<file path="config.mk">
export PLATFORM = sky130hd
export DESIGN_NAME = register_file_flat
export DESIGN_NICKNAME = d
export VERILOG_FILES = /design/src/rtl/register_file_pkg.sv /design/src/rtl/register_file_if.sv /design/src/rtl/reg_scoreboard.sv /design/src/rtl/register_file.sv /design/src/flat_wrapper.sv
export SDC_FILE = /design/constraint.sdc
export NUM_CORES = 2
export LEC_CHECK = 0
export CAP_MARGIN = 20
export CORE_ASPECT_RATIO = 2
export CORE_MARGIN = 2
export CORE_UTILIZATION = 55
export DETAILED_ROUTE_END_ITERATION = 10
export DONT_BUFFER_PORTS = 1
export PLACE_DENSITY = 0.73
export REMOVE_ABC_BUFFERS = 1
export SYNTH_ARGS = -nofsm -noshare
export SYNTH_HDL_FRONTEND = slang
export SYNTH_SLANG_ARGS = --single-unit
</file>
<file path="constraint.sdc">
create_clock -name clk -period 5.6 [get_ports clk]
set_clock_uncertainty 0.1 [all_clocks]
set_input_delay 0 -clock clk [delete_from_list [all_inputs] [get_ports clk]]
set_output_delay 0 -clock clk [all_outputs]
set_load 0.05 [all_outputs]
</file>
<file path="src/rtl/register_file_pkg.sv">
// register_file_pkg -- shared processor package for the register file slice.
//
// Holds the default register geometry and the pending-counter type used by the
// RAW scoreboard. Imported by register_file_if, reg_scoreboard and register_file.
//
// Optional feature macro used elsewhere in the slice: REGFILE_BYPASS_EN.

package register_file_pkg;

  localparam int DEF_DATA_W = 32;
  localparam int DEF_ADDR_W = 5;

  // Per-register count of in-flight writers (saturating 0..3).
  typedef logic [1:0] pend_cnt_t;

  localparam pend_cnt_t PEND_MAX  = 2'd3;
  localparam pend_cnt_t PEND_ZERO = 2'd0;
  localparam pend_cnt_t PEND_ONE  = 2'd1;

endpackage

</file>
<file path="src/rtl/register_file_if.sv">
// register_file_if -- pipeline-facing bundle of the register file.
//
// Signals:
//   wbData/wbRd/wbRegWrite   write-back port
//   rs1/rs2, rs1Used/rs2Used decode read indices and "really sourced" flags
//   issueValid/issueRd       register-writing instruction leaving decode
//   flush                    squash of every in-flight instruction
//   rs1Data/rs2Data          combinational read data
//   stall                    decode must hold (RAW hazard)
//   sbError                  sticky scoreboard over/underflow flag
//
// Modports: master = pipeline side (drives requests), slave = register file.
//
// Handshake semantics: there is no valid/ready pair here. wbRegWrite,
// issueValid and flush are single-cycle strobes sampled on every rising clk
// edge; the pipeline itself honours stall, so the register file never
// back-pressures a strobe.

interface register_file_if
  import register_file_pkg::*;
#(
  parameter int DATA_W = DEF_DATA_W,
  parameter int ADDR_W = DEF_ADDR_W
);

  logic [DATA_W-1:0] wbData;
  logic [ADDR_W-1:0] wbRd;
  logic              wbRegWrite;
  logic [ADDR_W-1:0] rs1;
  logic [ADDR_W-1:0] rs2;
  logic              rs1Used;
  logic              rs2Used;
  logic              issueValid;
  logic [ADDR_W-1:0] issueRd;
  logic              flush;
  logic [DATA_W-1:0] rs1Data;
  logic [DATA_W-1:0] rs2Data;
  logic              stall;
  logic              sbError;

  modport master (
    output wbData, wbRd, wbRegWrite, rs1, rs2, rs1Used, rs2Used,
           issueValid, issueRd, flush,
    input  rs1Data, rs2Data, stall, sbError
  );

  modport slave (
    input  wbData, wbRd, wbRegWrite, rs1, rs2, rs1Used, rs2Used,
           issueValid, issueRd, flush,
    output rs1Data, rs2Data, stall, sbError
  );

endinterface

</file>
<file path="src/rtl/reg_scoreboard.sv">
// reg_scoreboard -- per-register pending-writer counters for RAW detection.
//
// Ports:
//   clk, rst_n            clock, asynchronous active-low reset
//   issueValid, issueRd   increment the destination's counter
//   wbRegWrite, wbRd      decrement the destination's counter
//   flush                 clear every counter at the next edge
//   busy[i]               counter i is non-zero
//   busyOne[i]            counter i is exactly one (last writer in flight)
//   sbError               sticky over/underflow flag
//
// Index 0 never counts. Issue and retire to the same index in one cycle
// cancel out. A flush cycle does not evaluate over/underflow because every
// count is being discarded anyway.

module reg_scoreboard
  import register_file_pkg::*;
#(
  parameter int ADDR_W = DEF_ADDR_W
) (
  input  logic                     clk,
  input  logic                     rst_n,
  input  logic                     issueValid,
  input  logic [ADDR_W-1:0]        issueRd,
  input  logic                     wbRegWrite,
  input  logic [ADDR_W-1:0]        wbRd,
  input  logic                     flush,
  output logic [(1<<ADDR_W)-1:0]   busy,
  output logic [(1<<ADDR_W)-1:0]   busyOne,
  output logic                     sbError
);

  localparam int NREG = 1 << ADDR_W;

  pend_cnt_t       cnt [NREG];
  logic [NREG-1:0] inc;
  logic [NREG-1:0] dec;
  logic            errNow;

  always_comb begin
    inc     = '0;
    dec     = '0;
    errNow  = 1'b0;
    busy    = '0;
    busyOne = '0;
    for (int i = 1; i < NREG; i++) begin
      inc[i]     = issueValid && (issueRd == ADDR_W'(i));
      dec[i]     = wbRegWrite && (wbRd == ADDR_W'(i));
      busy[i]    = (cnt[i] != PEND_ZERO);
      busyOne[i] = (cnt[i] == PEND_ONE);
      if (inc[i] && !dec[i] && cnt[i] == PEND_MAX)  errNow = 1'b1;
      if (dec[i] && !inc[i] && cnt[i] == PEND_ZERO) errNow = 1'b1;
    end
  end

  always_ff @(posedge clk or negedge rst_n) begin
    if (!rst_n) begin
      for (int i = 0; i < NREG; i++) cnt[i] <= PEND_ZERO;
      sbError <= 1'b0;
    end else if (flush) begin
      for (int i = 0; i < NREG; i++) cnt[i] <= PEND_ZERO;
    end else begin
      for (int i = 1; i < NREG; i++) begin
        if (inc[i] && !dec[i] && cnt[i] != PEND_MAX)
          cnt[i] <= cnt[i] + 2'd1;
        else if (dec[i] && !inc[i] && cnt[i] != PEND_ZERO)
          cnt[i] <= cnt[i] - 2'd1;
      end
      if (errNow) sbError <= 1'b1;
    end
  end

endmodule

</file>
<file path="src/rtl/register_file.sv">
// register_file -- 2-read / 1-write register file with RAW-hazard scoreboard.
//
// Ports:
//   clk     rising-edge clock
//   rst_n   asynchronous active-low reset (clears storage, counters, sbError)
//   rf      register_file_if.slave: write-back, decode reads, issue, flush,
//           read data, stall and sbError
//
// Storage and the optional write-back bypass live here; the pending counters
// live in reg_scoreboard.
//
// Build option REGFILE_BYPASS_EN: a read of the register being written back
// this cycle returns wbData, and a last in-flight writer retiring this cycle
// does not stall. Without it, reads return stored contents only and stall
// clears one cycle after the write-back.

module register_file
  import register_file_pkg::*;
#(
  parameter int DATA_W = DEF_DATA_W,
  parameter int ADDR_W = DEF_ADDR_W
) (
  input  logic           clk,
  input  logic           rst_n,
  register_file_if.slave rf
);

  localparam int NREG = 1 << ADDR_W;

  logic [DATA_W-1:0] regs [NREG];
  logic [NREG-1:0]   busy;
  logic [NREG-1:0]   busyOne;
  logic              wbLive;
  logic [DATA_W-1:0] rs1Val;
  logic [DATA_W-1:0] rs2Val;
  logic              rs1Wait;
  logic              rs2Wait;

  reg_scoreboard #(.ADDR_W(ADDR_W)) u_scoreboard (
    .clk        (clk),
    .rst_n      (rst_n),
    .issueValid (rf.issueValid),
    .issueRd    (rf.issueRd),
    .wbRegWrite (rf.wbRegWrite),
    .wbRd       (rf.wbRd),
    .flush      (rf.flush),
    .busy       (busy),
    .busyOne    (busyOne),
    .sbError    (rf.sbError)
  );

  assign wbLive = rf.wbRegWrite && (rf.wbRd != '0);

  // regs[0] is never written, so it stays at its reset value of zero.
  always_ff @(posedge clk or negedge rst_n) begin
    if (!rst_n) begin
      for (int i = 0; i < NREG; i++) regs[i] <= '0;
    end else if (wbLive) begin
      regs[rf.wbRd] <= rf.wbData;
    end
  end

  always_comb begin
    rs1Val  = (rf.rs1 == '0) ? '0 : regs[rf.rs1];
    rs2Val  = (rf.rs2 == '0) ? '0 : regs[rf.rs2];
    rs1Wait = rf.rs1Used && (rf.rs1 != '0) && busy[rf.rs1];
    rs2Wait = rf.rs2Used && (rf.rs2 != '0) && busy[rf.rs2];
`ifdef REGFILE_BYPASS_EN
    // Forwarding is gated by rst_n so reads are zero while reset is held.
    if (rst_n && wbLive && rf.wbRd == rf.rs1) rs1Val = rf.wbData;
    if (rst_n && wbLive && rf.wbRd == rf.rs2) rs2Val = rf.wbData;
    // The final outstanding writer is delivering its value right now.
    if (wbLive && rf.wbRd == rf.rs1 && busyOne[rf.rs1]) rs1Wait = 1'b0;
    if (wbLive && rf.wbRd == rf.rs2 && busyOne[rf.rs2]) rs2Wait = 1'b0;
`else
    // busyOne only matters when forwarding is built in.
    if (busyOne[0]) rs1Wait = rs1Wait;
`endif
  end

  assign rf.rs1Data = rs1Val;
  assign rf.rs2Data = rs2Val;
  assign rf.stall   = rs1Wait || rs2Wait;

endmodule

</file>
<file path="src/flat_wrapper.sv">
// flat-port wrapper written by rule: the top's interface ports become plain ports
module register_file_flat import register_file_pkg::*;
#(
  parameter int DATA_W = DEF_DATA_W,
  parameter int ADDR_W = DEF_ADDR_W
)
  (clk, rst_n, rf_wbData, rf_wbRd, rf_wbRegWrite, rf_rs1, rf_rs2, rf_rs1Used, rf_rs2Used, rf_issueValid, rf_issueRd, rf_flush, rf_rs1Data, rf_rs2Data, rf_stall, rf_sbError);
  register_file_if #(.DATA_W(DATA_W), .ADDR_W(ADDR_W)) rf_i ();
  input  logic clk;
  input  logic rst_n;
  input wire logic [$bits(rf_i.wbData)-1:0] rf_wbData;
  input wire logic [$bits(rf_i.wbRd)-1:0] rf_wbRd;
  input wire logic [$bits(rf_i.wbRegWrite)-1:0] rf_wbRegWrite;
  input wire logic [$bits(rf_i.rs1)-1:0] rf_rs1;
  input wire logic [$bits(rf_i.rs2)-1:0] rf_rs2;
  input wire logic [$bits(rf_i.rs1Used)-1:0] rf_rs1Used;
  input wire logic [$bits(rf_i.rs2Used)-1:0] rf_rs2Used;
  input wire logic [$bits(rf_i.issueValid)-1:0] rf_issueValid;
  input wire logic [$bits(rf_i.issueRd)-1:0] rf_issueRd;
  input wire logic [$bits(rf_i.flush)-1:0] rf_flush;
  output wire logic [$bits(rf_i.rs1Data)-1:0] rf_rs1Data;
  output wire logic [$bits(rf_i.rs2Data)-1:0] rf_rs2Data;
  output wire logic [$bits(rf_i.stall)-1:0] rf_stall;
  output wire logic [$bits(rf_i.sbError)-1:0] rf_sbError;
  assign rf_i.wbData = rf_wbData;
  assign rf_i.wbRd = rf_wbRd;
  assign rf_i.wbRegWrite = rf_wbRegWrite;
  assign rf_i.rs1 = rf_rs1;
  assign rf_i.rs2 = rf_rs2;
  assign rf_i.rs1Used = rf_rs1Used;
  assign rf_i.rs2Used = rf_rs2Used;
  assign rf_i.issueValid = rf_issueValid;
  assign rf_i.issueRd = rf_issueRd;
  assign rf_i.flush = rf_flush;
  assign rf_rs1Data = rf_i.rs1Data;
  assign rf_rs2Data = rf_i.rs2Data;
  assign rf_stall = rf_i.stall;
  assign rf_sbError = rf_i.sbError;
  register_file #(.DATA_W(DATA_W), .ADDR_W(ADDR_W)) u_core (.clk(clk), .rst_n(rst_n), .rf(rf_i));
endmodule
</file>
==> qor.yml <==
ant_nets: 0
antenna_found_initial: 8
vias: 41100
startpoint_type: "primary input"
drt_iter0_drc: 4286
netlist-cell-type-count: 63
cts_setup_buffers: 0
pwr-share-clk: 0.318
violations: "slew limit"
leakagePower_uw: 0.0287
crit_chain: "or4_1 > nor2_4 > buf_4 > nor2_1"
cts_buffers: 96
routed_wl_um: 184000
slew_viol_final: 226
yosys.area.top_type: "dfrtp_1"
p_total_uw: 21800
post-place-ws_ps: 2290
clk_pin_slew_worst_paths_ps: 70
crit_path_max_fanout: 268
tightest_slew_ps: 1850
hold_buffers: 59
ys_ff_latch: 1087
ctsHtreeMaxLevel: 3
port_buffers: 0
final_cells: 5925
netlist_area_mm2: 0.0592
root_buffer: "clkbuf_16"
switching_share: 0.283
synth_area_leaders: "dfrtp_1 (46%), mux4_2 (25%), mux2_2 (12%), nand2_1 (7.8%), clkbuf_1 (2.4%)"
dr.pass1.iters: 6
pwr-share-comb: 0.210
yosys_warnings: 0
dp_cells: 5663
synth_edf_count: 0
post_drt_via_cell_ratio: 6.94
place_area_mm2: 0.0598
ys.flop_type: "dfrtp_1"
crit_path_end_kind: "output pin"
rsz0062_at_grt: "no"
slowest_stage: "or4_1"
finalHoldViolCount: 0
ys_async_sr_fraction: 1.00
tns_ps: 0
yosysSeqAreaShare: 0.459
grt_pass1_wl_um: 277000
grt_overflow_total: 0
grtUsageTotal: 0.340
grt_max_degree: 269
nets: 4525
ir_drop_v: 0.000247
pwr-share-seq: 0.471
drc: 0
avgSynthCellArea_um2: 12.6
maxCapViolCount: 0
fin_crit_ps: 3600
core_mm2: 0.107
p_int_uw: 15600
clkSinkCount: 1087
grt_pass1_vias: 43200
status: "complete, but fails checks"
crit_arrival_ps: 3500
power_density_mw_per_mm2: 340
cpLargestDelayFamily: "simple AND/OR/NAND/NOR gates"
critPathKind: "in2out"
hp-class: "in2reg"
num_rows: 170
routedWlPerCell_um: 31.0
num_io_pins: 125
dpl.hpwl_um: 97200
crit_required_ps: 5500
die_width_um: 236
crit_path_max_incr_delay_ps: 1010
clock_path_buffers: 3
worst_slack_ps: 2000
synthCells: 4713
cts_tree: "done"
synth_top_area_frac: 0.459
dieArea_mm2: 0.110
switchingPower_uw: 6170
path_buf_inv: 1
area_delta_synth_final_pct: 8.40
relSlewSlack: -0.234
max_freq_mhz: 278
drive_above_1_share: 0.340
finalInstanceArea_mm2: 0.0642
gp_congestion: 0.979
period_share: 0.643
clk_latency_ps: 720
post_cts_resized: 0
die_h_um: 468
initial_core_util: 0.553
setup_violations: 0
[worst paths after layout]
path | slack [ps] | cells past startpoint | startpoint | end
worst max-delay path | 2000 | 4 | rf_rs1[0] | rf_rs1Data[28]
worst min-delay path | 7 | 3 | rf_wbData[12] | u_core.regs[556]
worst max register to register | 3150 | 6 | u_core.u_scoreboard.cnt[3] | u_core.u_scoreboard.sbError
worst min register to register | 300 | 0 | u_core.regs[999] | u_core.regs[999]
max in group asynchronous | 4460 | 3 | rst_n | u_core.regs[532]
min in group asynchronous | 30 | 3 | rst_n | u_core.regs[603]
[sequential cells by signal, indices dropped and copies added (netlist names)]
register / cells
u_core.u_scoreboard.cnt: 62
u_core.regs: 1024
u_core.u_scoreboard.sbError: 1
[cell usage in the layout, fill, tap and decap left out, types with 7 or more instances in the layout]
cell	synthesis	final
a211oi_1	20	20
a21o_1	25	25
a21oi_1	74	74
and2_1	15	11
and3_1	11	11
and4_1	7	7
buf_12	0	7
buf_16	0	12
buf_4	1	44
buf_8	0	8
clkbuf_1	382	22
clkbuf_16	0	100
clkbuf_8	0	24
clkinv_2	0	11
dfrtp_1	1087	1087
diode_2	0	7
dlygate4sd3_1	0	58
inv_1	7	7
mux2_2	610	610
mux2i_1	68	68
mux4_2	651	651
nand2_1	1228	1205
nand2_2	0	14
nand2_4	0	9
nand2b_1	13	13
nand3_1	11	11
nand3b_1	12	12
nand4_1	12	12
nor2_1	188	171
nor2_4	1	18
nor3_1	20	20
nor4_1	7	7
o2111ai_1	10	10
o211ai_1	13	13
o21ai_0	55	55
[power groups by stage]
stage | combinational (uW) | clock (uW) | sequential, uW
6_report | 4590 | 6940 | 10300
5_1_grt | 4880 | 7290 | 10400
4_1_cts | 4540 | 7000 | 10200
3_5_place_dp | 4370 | 0 | 10400
3_3_place_gp | 4250 | 0 | 10200
2_1_floorplan | 3560 | 0 | 10000
[stage by stage]
| stage | util | hold slack, ps |
|---|---|---|
| finish | 0.600 | 6.95 |
| global route | 0.600 | 12.3 |
| CTS | 0.595 | 8.22 |
| detailed placement | 0.559 | -55.9 |
| global placement | 0.559 | -62.4 |
| floorplan | - | -396 |
[layer usage]
metal,global-route usage,share of wire,vias up
met3,0.0699,0.089,648
met4,0.217,0.072,2
li1,-,-,16600
met1,0.403,0.34,21600
met2,0.569,0.50,2264
met5,0,0.000087,-
[synthesized netlist by cell type (3+ instances only)]
cell and number:
or2_2 4, nand3_1 11, clkbuf_1 382, and2_1 15
nand4_1 12, o2111ai_1 10, o211ai_1 13, buf_2 15
mux2i_1 68, nand4b_1 5, nand2_1 1228, o22ai_1 6
a211oi_1 20, a2111oi_0 3, nand3b_1 12, and3_1 11
o41ai_1 4, and4b_1 4, a21o_1 25, or4_1 6
nor3b_1 5, a211o_1 5, buf_1 78, a21oi_1 74
nor3_1 20, and4_1 7, a41oi_1 3, nor4_1 7
nand2b_1 13, mux2_2 610, nor2_1 188, nor4bb_1 4
a31oi_1 5, o21ai_0 55, nand4bb_1 3, nor2b_1 6
mux4_2 651, inv_1 7, dfrtp_1 1087
[area by class of cell]
type	instances	area [um^2]
Clock inverter	31	379
Clock buffer	143	2840
Timing Repair Buffer	133	1590
Fill cell	8048	42800
Sequential cell	1087	27200
Multi-Input combinational cell	3141	30400
Antenna cell	7	17.5
Tap cell	1376	1720
Inverter	7	26.3
[cell families after synthesis]
logic type      synth area share
simple gates               0.108
buf+inv                   0.0313
flops                      0.459
compound gates            0.0256
mux                        0.375
[worst register-to-register path: stages (launching register included)]
cell     delay, ps
dfrtp_1        440
nor2_1         150
nand3_1        100
o22ai_1        170
or4_1          600
or4_1          470
o32a_1         310
Note: power is estimated with default switching activity, not from simulation.
